==> src/rtl/jt12_pkg.sv <==
// Shared definitions for the jt12 write decoder: register addresses, the
// strobe selector, FSM state encoding and register-decode helpers.
package jt12_pkg;

  typedef enum logic [1:0] {
    ST_IDLE = 2'd0,
    ST_ARM  = 2'd1,
    ST_HOLD = 2'd2
  } state_e;

  typedef enum logic [3:0] {
    UPD_NONE,
    UPD_KEYON,
    UPD_ALG,
    UPD_BLOCK,
    UPD_FNUMLO,
    UPD_PMS,
    UPD_DT1,
    UPD_TL,
    UPD_KS_AR,
    UPD_AMEN_D1R,
    UPD_D2R,
    UPD_D1L,
    UPD_SSGEG
  } upd_e;

  localparam logic [7:0] REG_MODE  = 8'h27;
  localparam logic [7:0] REG_KEYON = 8'h28;

  // Upper nibble of operator registers 0x30-0x9F selects the parameter.
  function automatic upd_e nibble_upd(input logic [3:0] nib);
    case (nib)
      4'h3:    return UPD_DT1;
      4'h4:    return UPD_TL;
      4'h5:    return UPD_KS_AR;
      4'h6:    return UPD_AMEN_D1R;
      4'h7:    return UPD_D2R;
      4'h8:    return UPD_D1L;
      4'h9:    return UPD_SSGEG;
      default: return UPD_NONE;
    endcase
  endfunction

  // Channel slot 3 (reg[1:0]=3) does not exist, and key-on to that slot is dropped.
  function automatic upd_e decode_upd(input logic part, input logic [7:0] r,
                                      input logic [1:0] keyon_lo);
    if (r == REG_KEYON)
      return (!part && keyon_lo != 2'd3) ? UPD_KEYON : UPD_NONE;
    if (r[1:0] == 2'd3)
      return UPD_NONE;
    case (r[7:2])
      6'b1010_00: return UPD_FNUMLO;
      6'b1010_01: return UPD_BLOCK;
      6'b1011_00: return UPD_ALG;
      6'b1011_01: return UPD_PMS;
      default:    return nibble_upd(r[7:4]);
    endcase
  endfunction

  function automatic logic is_ch3_lo(input logic [7:0] r);
    return r[7:2] == 6'b1010_10 && r[1:0] != 2'd3;
  endfunction

  function automatic logic is_ch3_hi(input logic [7:0] r);
    return r[7:2] == 6'b1010_11 && r[1:0] != 2'd3;
  endfunction

endpackage

==> src/rtl/jt12_ch3fnum.sv <==
// CH3 special-mode frequency store: a shared block/fnum-high latch loaded by
// 0xAC-AE, committed together with fnum-low by 0xA8 (op3), 0xA9 (op1), 0xAA (op2).
module jt12_ch3fnum (
  input  logic        rst,
  input  logic        clk,
  input  logic        we_hi,
  input  logic        we_lo,
  input  logic [1:0]  sel,
  input  logic [7:0]  din,
  output logic [10:0] fnum_ch3op1,
  output logic [10:0] fnum_ch3op2,
  output logic [10:0] fnum_ch3op3,
  output logic [2:0]  block_ch3op1,
  output logic [2:0]  block_ch3op2,
  output logic [2:0]  block_ch3op3
);

  logic [5:0] hi_q;

  // NOTE: sequential state uses non-blocking assignments so every register
  // samples pre-edge values regardless of statement order.
  always_ff @(posedge clk or posedge rst) begin
    if (rst) begin
      hi_q         <= '0;
      fnum_ch3op1  <= '0;
      fnum_ch3op2  <= '0;
      fnum_ch3op3  <= '0;
      block_ch3op1 <= '0;
      block_ch3op2 <= '0;
      block_ch3op3 <= '0;
    end else begin
      if (we_hi) hi_q <= din[5:0];
      if (we_lo) begin
        case (sel)
          2'd0: begin fnum_ch3op3 <= {hi_q[2:0], din}; block_ch3op3 <= hi_q[5:3]; end
          2'd1: begin fnum_ch3op1 <= {hi_q[2:0], din}; block_ch3op1 <= hi_q[5:3]; end
          2'd2: begin fnum_ch3op2 <= {hi_q[2:0], din}; block_ch3op2 <= hi_q[5:3]; end
          default: ;
        endcase
      end
    end
  end

endmodule

==> src/rtl/jt12_wrdec.sv <==
// jt12 CPU write decoder: turns address/data writes into one update strobe
// held until the register bank finishes. CH3 special mode needs JT12_CH3_EFFECT_EN.
module jt12_wrdec
  import jt12_pkg::*;
(
  input  logic        rst,
  input  logic        clk,
  input  logic        clk_en,
  input  logic [7:0]  cpu_din,
  input  logic [1:0]  addr,
  input  logic        cs_n,
  input  logic        wr_n,
  input  logic        busy_in,
  output logic [7:0]  din,
  output logic [2:0]  ch,
  output logic [1:0]  op,
  output logic        up_keyon,
  output logic        up_alg,
  output logic        up_block,
  output logic        up_fnumlo,
  output logic        up_pms,
  output logic        up_dt1,
  output logic        up_tl,
  output logic        up_ks_ar,
  output logic        up_amen_d1r,
  output logic        up_d2r,
  output logic        up_d1l,
  output logic        up_ssgeg,
  output logic        effect,
  output logic        csm,
  output logic [10:0] fnum_ch3op1,
  output logic [10:0] fnum_ch3op2,
  output logic [10:0] fnum_ch3op3,
  output logic [2:0]  block_ch3op1,
  output logic [2:0]  block_ch3op2,
  output logic [2:0]  block_ch3op3,
  output logic        busy
);

  state_e     state, state_nxt;
  upd_e       upd_q, upd_nxt;
  logic [8:0] sel_reg;
  logic       cpu_wr, addr_wr, data_wr, start, mode_wr;

  assign cpu_wr  = ~cs_n & ~wr_n;
  assign addr_wr = cpu_wr & ~addr[0];
  // Data writes are only taken in IDLE, which also drops one landing as HOLD exits.
  assign data_wr = cpu_wr & addr[0] & (state == ST_IDLE);
  assign upd_nxt = decode_upd(sel_reg[8], sel_reg[7:0], cpu_din[1:0]);
  assign start   = data_wr & (upd_nxt != UPD_NONE);
  assign mode_wr = data_wr & (sel_reg == {1'b0, REG_MODE});

  always_ff @(posedge clk or posedge rst) begin
    if (rst)          sel_reg <= '0;
    else if (addr_wr) sel_reg <= {addr[1], cpu_din};
  end

  always_ff @(posedge clk or posedge rst) begin
    if (rst) state <= ST_IDLE;
    else     state <= state_nxt;
  end

  // busy_in is only meaningful on slot-advance cycles of the register bank.
  always_comb begin
    state_nxt = state;
    case (state)
      ST_IDLE: if (start)              state_nxt = ST_ARM;
      ST_ARM:  if (clk_en && busy_in)  state_nxt = ST_HOLD;
      ST_HOLD: if (clk_en && !busy_in) state_nxt = ST_IDLE;
      default:                         state_nxt = ST_IDLE;
    endcase
  end

  // NOTE: datapath latches are reset too, so din/ch/op read 0 out of reset
  // instead of X.
  always_ff @(posedge clk or posedge rst) begin
    if (rst) begin
      upd_q <= UPD_NONE;
      din   <= '0;
      ch    <= '0;
      op    <= '0;
    end else if (data_wr) begin
      upd_q <= upd_nxt;
      din   <= cpu_din;
      ch    <= (upd_nxt == UPD_KEYON) ? cpu_din[2:0] : {sel_reg[8], sel_reg[1:0]};
      op    <= sel_reg[3:2];
    end
  end

  // NOTE: every output gets a default first so this block can never infer a latch.
  always_comb begin
    busy        = (state != ST_IDLE);
    up_keyon    = 1'b0;
    up_alg      = 1'b0;
    up_block    = 1'b0;
    up_fnumlo   = 1'b0;
    up_pms      = 1'b0;
    up_dt1      = 1'b0;
    up_tl       = 1'b0;
    up_ks_ar    = 1'b0;
    up_amen_d1r = 1'b0;
    up_d2r      = 1'b0;
    up_d1l      = 1'b0;
    up_ssgeg    = 1'b0;
    if (state != ST_IDLE) begin
      case (upd_q)
        UPD_KEYON:    up_keyon    = 1'b1;
        UPD_ALG:      up_alg      = 1'b1;
        UPD_BLOCK:    up_block    = 1'b1;
        UPD_FNUMLO:   up_fnumlo   = 1'b1;
        UPD_PMS:      up_pms      = 1'b1;
        UPD_DT1:      up_dt1      = 1'b1;
        UPD_TL:       up_tl       = 1'b1;
        UPD_KS_AR:    up_ks_ar    = 1'b1;
        UPD_AMEN_D1R: up_amen_d1r = 1'b1;
        UPD_D2R:      up_d2r      = 1'b1;
        UPD_D1L:      up_d1l      = 1'b1;
        UPD_SSGEG:    up_ssgeg    = 1'b1;
        default: ;
      endcase
    end
  end

`ifdef JT12_CH3_EFFECT_EN
  always_ff @(posedge clk or posedge rst) begin
    if (rst) begin
      csm    <= 1'b0;
      effect <= 1'b0;
    end else if (mode_wr) begin
      csm    <= cpu_din[7];
      effect <= cpu_din[6];
    end
  end

  jt12_ch3fnum u_ch3fnum (
    .rst          (rst),
    .clk          (clk),
    .we_hi        (data_wr & ~sel_reg[8] & is_ch3_hi(sel_reg[7:0])),
    .we_lo        (data_wr & ~sel_reg[8] & is_ch3_lo(sel_reg[7:0])),
    .sel          (sel_reg[1:0]),
    .din          (cpu_din),
    .fnum_ch3op1  (fnum_ch3op1),
    .fnum_ch3op2  (fnum_ch3op2),
    .fnum_ch3op3  (fnum_ch3op3),
    .block_ch3op1 (block_ch3op1),
    .block_ch3op2 (block_ch3op2),
    .block_ch3op3 (block_ch3op3)
  );
`else
  always_ff @(posedge clk or posedge rst) begin
    if (rst)          csm <= 1'b0;
    else if (mode_wr) csm <= cpu_din[7];
  end

  assign effect       = 1'b0;
  assign fnum_ch3op1  = '0;
  assign fnum_ch3op2  = '0;
  assign fnum_ch3op3  = '0;
  assign block_ch3op1 = '0;
  assign block_ch3op2 = '0;
  assign block_ch3op3 = '0;
`endif

endmodule

==> config.mk <==
export PLATFORM = sky130hd
export DESIGN_NAME = jt12_wrdec
export DESIGN_NICKNAME = d
export VERILOG_FILES = /design/src/rtl/jt12_pkg.sv /design/src/rtl/jt12_ch3fnum.sv /design/src/rtl/jt12_wrdec.sv
export SDC_FILE = /design/constraint.sdc
export NUM_CORES = 1
export LEC_CHECK = 0
export BUFFER_PORTS_ARGS = -buffer_cell sky130_fd_sc_hd__clkbuf_2
export CORE_MARGIN = 2
export CORE_UTILIZATION = 25
export DETAILED_ROUTE_END_ITERATION = 8
export PLACE_DENSITY = 0.52
export SYNTH_ARGS = -nofsm -noshare
export SYNTH_HDL_FRONTEND = slang
export SYNTH_SLANG_ARGS = --single-unit
==> constraint.sdc <==
create_clock -name clk -period 1.4 [get_ports clk]
set_clock_uncertainty 0.15 [all_clocks]
set_input_delay 0.28 -clock clk [delete_from_list [all_inputs] [get_ports clk]]
set_output_delay 0.28 -clock clk [all_outputs]
set_load 0.03 [all_outputs]
# After elaboration in Yosys (flattened, before gate mapping)
# Index checks and enable logic that the tools add are counted.
[totals]
register_bits = 29
in_bits = 16
output_inout_bits = 70
wordCells = 97
[classes]
n_eq_ne = 33
n_mux = 39
bitwise = 9
reduce_logical = 9
[op_table]
columns = ["cell", "count"]
rows = [
  ["equality test 4 x 3 -> 1 bit, second input constant", 8],
  ["equality test 4 bit, second input constant", 7],
  ["two-way mux 1 bit", 28],
  ["one-hot mux 4 bit (7 select lines)", 1],
  ["equality test 6 bit, second input constant", 4],
  ["two-way mux 4 bit", 4],
  ["one-hot mux 4 bit (4 select lines)", 1],
  ["equality test 4 x 2 -> 1 bit, second input constant", 3],
  ["equality test 9 x 6 -> 1 bit, second input constant", 1],
  ["equality test 4 x 1 -> 1 bit, second input constant", 2],
  ["equality test 8 x 6 -> 1 bit, second input constant", 1],
  ["!= test 2 bit, second input constant", 4],
  ["AND 1 bit", 6],
  ["two-way mux 2 bit", 3],
  ["one-hot mux 2 bit (3 select lines)", 1],
  ["equality test 2 bit, second input constant", 2],
  ["nonzero test 4 bit", 1],
  ["logical AND 1 bit", 3],
  ["two-way mux 3 bit", 1],
  ["inverter 1 bit", 3],
  ["AND reduction 3 bit", 1],
  ["equality test 2 x 1 -> 1 bit, second input constant", 1],
  ["zero test 1 bit", 2],
  ["zero test 2 bit", 1],
  ["nonzero test 2 bit", 1],
]

# Depth between registers and ports, before layout
# Gate-level depths: netlist (run 1).
[logic_depth]
word_depth = 11
ltp_mapped = 5
mapped_depth_nobuf = 5

# Worst setup path before layout (run 1)
# OpenSTA, ideal clock, no wires.
[synth_path]
path_kind = "register to output"
start = "register state[1]"
end = "output up_ssgeg"
arrival_ns = 1.829
required_ns = 0.970
path_slack_ns = -0.859
stages_incl_launch_ff = 5
path_buffers = 0
cell_sequence = "dfrtp_1 > nor2_4 > inv_1 > nand2_1 > nor4b_1"
[synth_between]
elab_chain_cells = 2
[synth_rtl]
columns = ["element", "line", "text"]
rows = [
  ["start: declaration", "jt12_wrdec.sv:40", "state_e state, state_nxt;"],
  ["start signal: assignment", "jt12_wrdec.sv:60", "else state <= state_nxt;"],
  ["nonzero test 2 bit", "--", ""],
  ["named net busy", "jt12_wrdec.sv:37", "output logic busy"],
  ["two-way mux 1 bit", "jt12_wrdec.sv:105", "if (state != ST_IDLE) begin"],
  ["end: declaration", "jt12_wrdec.sv:28", "output logic up_ssgeg,"],
]
# The timed path passes the listed nets, and every way through them passes these cells.

# Worst setup path in the final report (run 1)
[layout_path]
start = "register state[0]"
end = "output up_fnumlo"
[layout_between]
elab_chain_cells = 2
[layout_rtl]
columns = ["element", "line", "text"]
rows = [
  ["nonzero test 2 bit", "jt12_wrdec.sv:105", ""],
  ["two-way mux 1 bit", "jt12_wrdec.sv:105", ""],
  ["end: declaration", "jt12_wrdec.sv:20", "output logic up_fnumlo,"],
]
# No other way between the ends.

==> results of run 1 <==
layer usage:
| layer | global-route usage, % | up-vias | part of all wire (%) |
|---|---|---|---|
| met5 | 0 | - | 0 |
| met4 | 3.59 | 0 | 1.3 |
| li1 | - | 774 | - |
| met3 | 3.02 | 6 | 5.4 |
| met2 | 17.5 | 60 | 49 |
| met1 | 13.7 | 728 | 44 |
worst max-delay path by stage:
stage          depth (start not counted)       start   endpoint  slack [ns]
2_1_floorplan                          5    state[0]  up_fnumlo       -0.28
3_3_place_gp                           4  sel_reg[4]   state[0]       -0.26
3_5_place_dp                           6    state[0]  up_fnumlo       -0.24
4_1_cts                                6    state[0]   up_ssgeg       -0.43
5_1_grt                                6    state[0]  up_fnumlo       -0.49
6_report                               6    state[0]  up_fnumlo       -0.41
area by class of cell:
type	instances	area, um2	area share [%]
sequential	29	731	27.1
inverter	4	17.5	0.649
multi-input combinational	163	1100	40.6
tap	99	124	4.59
clock buffer	7	86.3	3.20
timing repair buffer	84	643	23.8
cell usage after synthesis, drive strengths merged (3+ instances only):
cell | count | share of area (%)
buf | 51 | 20
nor4b | 5 | 3.5
nand2b | 6 | 2.0
mux2 | 12 | 7.3
dfrtp | 29 | 39
nand2 | 36 | 7.3
nor3 | 3 | 0.81
o21ai | 11 | 3.0
nand3 | 3 | 0.81
a21oi | 9 | 2.4
nor2 | 11 | 2.6
nor4 | 3 | 1.0
nand3b | 4 | 1.6
inv | 4 | 0.81
cells in the final DEF, fill, tap and decap left out, types with 3 or more instances in the layout:
cell type / netlist / layout
a21oi_1: 9 / 5
nand2b_1: 6 / 4
o21ai_1: 3 / 4
buf_6: 1 / 4
nor4b_4: 1 / 3
mux2_2: 12 / 12
buf_4: 43 / 38
a21oi_2: 0 / 4
dfrtp_1: 29 / 25
clkbuf_2: 1 / 29
nor4_4: 0 / 3
nor2_2: 0 / 5
o21ai_0: 8 / 5
nand2_1: 36 / 34
clkbuf_8: 0 / 16
dfrtp_2: 0 / 4
nor2_1: 10 / 4
conb_1: 1 / 43
nand3b_1: 4 / 4
inv_1: 4 / 3
logic make-up (layout without fill, tap and decap cells):
logic type             after synthesis  count (layout)  synth area share (%)
multiplexers                        12              12                  7.29
AO/OA/AOI/OAI                       30              30                  9.66
buffers and inverters               57              95                  21.2
XOR/XNOR                             1               1                 0.473
AND/OR/NAND/NOR                     77              77                  22.0
other                                1              43                 0.202
flip-flops                          29              29                  39.2
repair_timing:
item	CTS	global route
pin swaps	16	8
gates resized for setup	42	19
endpoints found under the hold margin	29	0
setup buffers	5	2
gates cloned	1	0
setup endpoints to repair	32	32
hold buffers	1	0
power breakdown:
part / total (uW) / switching [uW] / internal, uW
Sequential: 1420 / 273 / 1150
Clock: 686 / 297 / 389
Combinational: 2510 / 1510 / 1000
through the flow:
stage	total power [uW]	instance area, um2	setup TNS (ns)
detailed placement	3590	2320	-3.83
CTS	4510	2620	-6.95
finish	4610	2700	-6.87
global placement	3580	2320	-3.37
global route	4890	2700	-8.94
floorplan	2910	2110	-2.68
worst reg2reg max path: stages (launching register included):
cell	delay, ns
dfrtp_1	0.40
nor2_4	0.17
buf_4	0.16
and3_4	0.21
buf_4	0.11
mux2_2	0.32
==> impl_metrics.yaml, run 1 <==
setup_path:
  crit_family: "simple AND/OR/NAND/NOR gates"
  arrival_ns: 1.38
  worstPathCellList: "nor2_4 > inv_4 > nand2_4 > or2_4 > nor3_4 > clkbuf_8"
  cp_num_buf_inv: 2
  rr_endpoint: "op[0]"
  worstSetupStartpointType: "flop"
  cp_slowest_cell: "dfrtp_1"
  critical_path_class: "reg2out"
  cpPeakStageDelay_ns: 0.39
  reg2reg_depth: 5
  rrSetupSlack_ns: -0.23
  reg2reg_from: "state[1]"
  crit_required_ns: 0.97
  crit_fanout: 4
  end_kind: "output port"
timing:
  max_freq_ghz: 0.553
  rsz0062_at_grt: "true"
  worst_slack_ns: -0.408
  period_share_pct: 129
  finalHoldViolations: 0
  slew_viol_final: 0
  whs_ns: 0.0637
  setup_viol: 32
  min_period_ns: 1.81
logic_synthesis:
  yosysWarnings: 0
  synth_ff_type: "dfrtp_1"
  synth_edf_count: 0
  ys_async_sr_fraction_pct: 100
  seq_area_frac_synth_pct: 39.2
  synth_cell_types: 36
  synth_seq_cells: 29
  syn_area_um2: 1850
  synthCells: 207
  syn_avg_cell_area_um2: 8.95
cells_and_area:
  area_growth_pct: 45.6
  fin_cells: 386
  nets: 303
  diodes: 0
  utilization_pct: 37.4
  num-fill-cells: 755
  drive_above_1_share_pct: 49.5
  largest_register_ff_count: 9
floorplan:
  dieWidth_um: 90.1
  dieArea_um2: 8120
  fp.coreArea_um2: 7210
  initial_core_util_pct: 25.7
  io_pins: 86
  die_h_um: 90.1
  row_count: 31
drt:
  dr.pass1.iters: 4
  antenna_left: 0
  viasPerCell: 4.06
  drc: 0
  num_vias: 1568
  totalWireLength_um: 4580
  avgRoutedWirePerCell_um: 11.9
  drtIter0Drc: 58
grt:
  grt_max_degree: 30
  antenna_found_initial: 0
  grt_pass1_vias: 1418
  grt_first_pass_wirelength_um: 7020
  grt_usage_pct: 10.7
  grt_overflow: 0
placement:
  placedCellCount: 372
  place.gp.congestion: 0.762
  post-place-ws_ns: -0.245
  port_buffers: 42
  dp_hpwl_um: 3320
clocking:
  cts.htree.levels: 2
  cts_tree: "done"
  path_clk_slew_ns: 0.06
  cts_root_buffer: "clkbuf_8"
  insertion_delay_ns: 0.28
  clock_path_buffers: 2
  cts_buffers: 5
  cts_sinks: 29
run_status:
  failed_checks: "setup timing"
  outcome: "finished, violations left"
power:
  ir_worst_vdd_v: 0.000759
  p_leak_uw: 0.00128
  power.density_nw_per_um2: 1710
hold_path:
  min-delay-start: "cpu_din[5]"
  min_to: "din[5]"
  hold_path_class: "in2reg"
  hold_depth: 3
run:
  cap_violations: 0
Note: power is estimated with default switching activity, not from simulation.
==> inputs of run 2 (changes only) <==
Settings changed: PLACE_DENSITY 0.52 to 0.5.
Clock period 1.4 ns to 2.2 ns, I/O delays scaled along.
==> run 2 against run 1 <==
Against the previous run:
- the flow now finishes without violations
- critical path depth down 3
- total power down 48%
- critical endpoint is now up_alg
- worst setup slack better by 0.51 ns
- utilization down 8.0 points
- design area down 22%
- sequential share of layout area up 7.2 points
==> impl_metrics.yaml, run 2 (synthesis gave the netlist of run 1 again) <==
run_status:
  outcome: "finished, final reports clean"
setup_path:
  crit_required_ns: 1.61
  worstSetupStartpointType: "flop"
  critical_path_class: "reg2out"
  end_kind: "output port"
  arrival_ns: 1.50
  crit_fanout: 7
drt:
  viasPerCell: 4.08
  drtIter0Drc: 30
  antenna_left: 0
  drc: 0
  avgRoutedWirePerCell_um: 10.9
  dr.pass1.iters: 4
  totalWireLength_um: 3810
  num_vias: 1427
floorplan:
  fp.coreArea_um2: 7210
  dieArea_um2: 8120
  io_pins: 86
  die_h_um: 90.1
  row_count: 31
  dieWidth_um: 90.1
  initial_core_util_pct: 25.7
clocking:
  ctsHoldBuffers: 0
  path_clk_slew_ns: 0.06
  cts_buffers: 5
  clock_path_buffers: 2
  cts_sinks: 29
  cts_tree: "done"
  cts.htree.levels: 2
  cts_root_buffer: "clkbuf_8"
  insertion_delay_ns: 0.28
timing:
  period_share_pct: 95.2
  setup_viol: 0
  finalSetupTns_ns: 0
  finalHoldViolations: 0
  rsz0062_at_grt: "false"
  min_period_ns: 2.09
  whs_ns: 0.0606
  slew_viol_final: 0
  max_freq_ghz: 0.478
grt:
  grt_overflow: 0
  grt_pass1_vias: 1241
  antenna_found_initial: 0
  grt_max_degree: 30
  grt_first_pass_wirelength_um: 6310
  grt_usage_pct: 9.67
cells_and_area:
  area_growth_pct: 14.2
  largest_register_ff_count: 9
  layout_commonest_cell: "conb_1"
  drive_above_1_share_pct: 29.1
  diodes: 0
  final_cell_mix: "conb_1, clkbuf_2, nand2_1"
  nets: 267
  num-fill-cells: 785
placement:
  place.gp.congestion: 0.798
  dp_hpwl_um: 2900
  port_buffers: 42
run:
  cap_violations: 0
power:
  power.density_nw_per_um2: 1130
  ir_worst_vdd_v: 0.000447
  p_leak_uw: 0.00105
hold_path:
  hold_path_class: "in2async"
## run 2: cell count changes in the layout (fill, tap and decap cells not counted), sizes merged
| cell | change |
|---|---|
| clkbuf | -1 |
| dlygate4sd3 | -1 |
| buf | -34 |
## run 2: layer usage
metal	vias to the layer above	wire [um]	track usage (%)	part of all wire, %
li1	702	-	-	-
met1	653	1840	12.9	48
met2	65	1660	14.5	44
met3	7	248	2.85	6.5
met4	0	63	4.23	1.7
met5	-	0	0	0
## run 2: metrics by stage
stage / util [%] / cell area (um2) / instances / worst slack (ns) / total power (uW)
final: 29.3 / 2120 / 350 / 0.106 / 2400
after global routing: 29.3 / 2120 / 350 / 0.0276 / 2580
after CTS: 29.1 / 2100 / 349 / 0.0316 / 2420
after detailed placement: 27.9 / 2020 / 342 / 0.336 / 1980
after global placement: 27.9 / 2020 / 342 / 0.370 / 1960
after floorplan: - / 2020 / 249 / 0.0892 / 1750
## run 2: worst paths after layout
| kind | to | slack, ns | cells past startpoint | from |
|---|---|---|---|---|
| max | up_alg | 0.11 | 3 | upd_q[0] |
| min | upd_q[2] | 0.06 | 3 | rst |
| max reg2reg | state[0] | 0.56 | 4 | sel_reg[4] |
| min reg2reg | din[6] | 0.33 | 2 | din[6] |
| max in group asynchronous | upd_q[0] | 1.57 | 3 | rst |
| min in group clk | din[4] | 0.22 | 3 | cpu_din[4] |
## run 2: layout make-up
type | instances | area, um2 | share of cell area, %
timing repair buffer | 48 | 260 | 12.3
tap | 99 | 124 | 5.85
multi-input combinational | 163 | 906 | 42.8
clock buffer | 7 | 86.3 | 4.08
inverter | 4 | 15.0 | 0.709
sequential | 29 | 726 | 34.3
## run 2: power by group
group          total [uW]  internal, uW  leakage (uW)  switching [uW]
sequential            940           725      0.000361             215
combinational        1020           331      0.000645             694
clock                 438           247     0.0000443             190
total                2400          1300       0.00105            1100
## run 2: worst max-delay path: stages (launching register included)
cell      delay (ns)
dfrtp_1         0.46
nand2b_1        0.22
nor4_1          0.27
clkbuf_2        0.27
## run 2: timing repair
action | 4_1_cts | 5_1_grt
gates resized for setup | 0 | 9
hold endpoints to repair | 0 | 0
setup endpoints to repair | 0 | 4
setup buffers | 0 | 1
==> inputs of run 3 (changes only) <==
Settings changed: CELL_PAD_IN_SITES_DETAIL_PLACEMENT set to 1, CELL_PAD_IN_SITES_GLOBAL_PLACEMENT set to 1, PLACE_DENSITY 0.5 to 0.65.
==> run 3 against run 2 <==
Against the previous run:
- fmax up 2.2%
- first-iteration DRC count up 37%
- cell count down 0.29%
- global-route usage up 0.97 points
- flip-flop and latch count unchanged
- count of clock-buffer cells in the layout unchanged
- worst hold slack worse by 0.0022 ns
- critical path depth unchanged
- combinational power about the same
- utilization about the same
==> impl_metrics.yaml, run 3 (synthesis gave the netlist of run 1 again) <==
clocking:
  postCtsSetupRepairBufs: 0
  path_clk_slew_ns: 0.06
  cts_root_buffer: "clkbuf_8"
  ctsHoldBuffers: 0
  cts_sinks: 29
  cts_tree: "done"
  cts.htree.levels: 2
  insertion_delay_ns: 0.28
  clock_path_buffers: 2
  cts_buffers: 5
setup_path:
  rr_endpoint: "state[0]"
  reg2reg_depth: 4
  rrSetupSlack_ns: 0.48
  cp.depth: 3
  reg2reg_from: "sel_reg[4]"
  startpoint: "upd_q[1]"
  critical_path_class: "reg2out"
  cp_slowest_cell: "dfrtp_1"
  crit_family: "flip-flops"
  end_kind: "output port"
  worstPathCellList: "nand2b_1 > nor4_1 > clkbuf_2"
  crit_fanout: 7
  crit_required_ns: 1.61
  arrival_ns: 1.46
  cp_num_buf_inv: 1
  crit_end: "up_keyon"
  worstSetupStartpointType: "flop"
  cpPeakStageDelay_ns: 0.46
timing:
  slew_viol_final: 0
  whs_ns: 0.0584
  min_period_ns: 2.05
  finalSetupTns_ns: 0
  max_freq_ghz: 0.488
  setup_viol: 0
  rsz0062_at_grt: "false"
  period_share_pct: 93.1
  finalHoldViolations: 0
floorplan:
  dieArea_um2: 8120
  initial_core_util_pct: 25.7
  io_pins: 86
  fp.coreArea_um2: 7210
  die_h_um: 90.1
  dieWidth_um: 90.1
  row_count: 31
drt:
  drtIter0Drc: 41
  num_vias: 1441
  drc: 0
  antenna_left: 0
  viasPerCell: 4.13
  avgRoutedWirePerCell_um: 12.1
  totalWireLength_um: 4210
  dr.pass1.iters: 4
cells_and_area:
  num-fill-cells: 908
  drive_above_1_share_pct: 28.8
  utilization_pct: 29.3
  nets: 266
  final_cell_mix: "conb_1, clkbuf_2, nand2_1"
  area_growth_pct: 14.1
  layout_commonest_cell: "conb_1"
  diodes: 0
  largest_register_ff_count: 9
run_status:
  outcome: "finished, final reports clean"
power:
  power.share.clock_pct: 18.1
  seqPwrFrac_pct: 39.3
  power_frac_comb_pct: 42.6
  power.density_nw_per_um2: 1130
  cell_internal_pwr_uw: 1300
  ir_worst_vdd_v: 0.000383
  finalPower_uw: 2400
  p_leak_uw: 0.00104
  power.share.switching_pct: 45.9
  p_switching_uw: 1100
grt:
  grt_max_degree: 30
  antenna_found_initial: 0
  grt_first_pass_wirelength_um: 7070
  grt_pass1_vias: 1435
  grt_overflow: 0
  grt_usage_pct: 10.6
placement:
  place.gp.congestion: 0.828
  port_buffers: 42
  dp_hpwl_um: 3200
hold_path:
  hold_path_class: "in2async"
run:
  cap_violations: 0
run 3: worst register-to-register path, cell delays in order (launching register included):
cell and delay, ns:
dfrtp_1 0.55, nor4b_4 0.39, and3_1 0.28, a31oi_1 0.08, o21ai_0 0.18
run 3: worst min path at each step:
| stage | start | to | depth (start not counted) |
|---|---|---|---|
| floorplan | rst | ch[0] | 1 |
| global placement | din[3] | din[3] | 2 |
| detailed placement | din[3] | din[3] | 2 |
| CTS | rst | sel_reg[7] | 3 |
| global route | rst | sel_reg[7] | 3 |
| finish | rst | sel_reg[7] | 3 |
run 3: cell type report:
class                   instances  area [um2]  area share, %
inverters                       4        15.0          0.710
multi-input cells             163         906           42.8
flip-flops and latches         29         726           34.3
well taps                      99         124           5.86
repair buffers                 47         258           12.2
clock buffers                   7        86.3           4.08
run 3: per-layer routing:
metal / up-vias / track usage [%] / part of all wire (%)
met2: 50 / 17.4 / 45
met5: - / 0 / 0
met4: 0 / 3.08 / 1.2
met1: 689 / 13.5 / 47
li1: 697 / - / -
met3: 5 / 3.35 / 6.4
run 3: repair_timing:
item | CTS | global route
gates resized for setup | 0 | 13
hold endpoints to repair | 0 | 0
setup endpoints to repair | 0 | 4
run 3: metrics by stage:
step	cell area (um2)	setup slack [ns]	instances
global placement	2020	0.388	342
floorplan	2020	0.0892	249
finish	2110	0.151	349
detailed placement	2020	0.322	342
global route	2110	0.0559	349
CTS	2100	0.0175	349
run 3: power by group through the flow:
stage                     clock network [uW]  registers, uW  logic, uW
after floorplan                            0           1100        647
after global placement                     0            946       1010
after detailed placement                   0            952       1030
after CTS                                451            946       1030
after global routing                     475            990       1120
final                                    433            941       1020
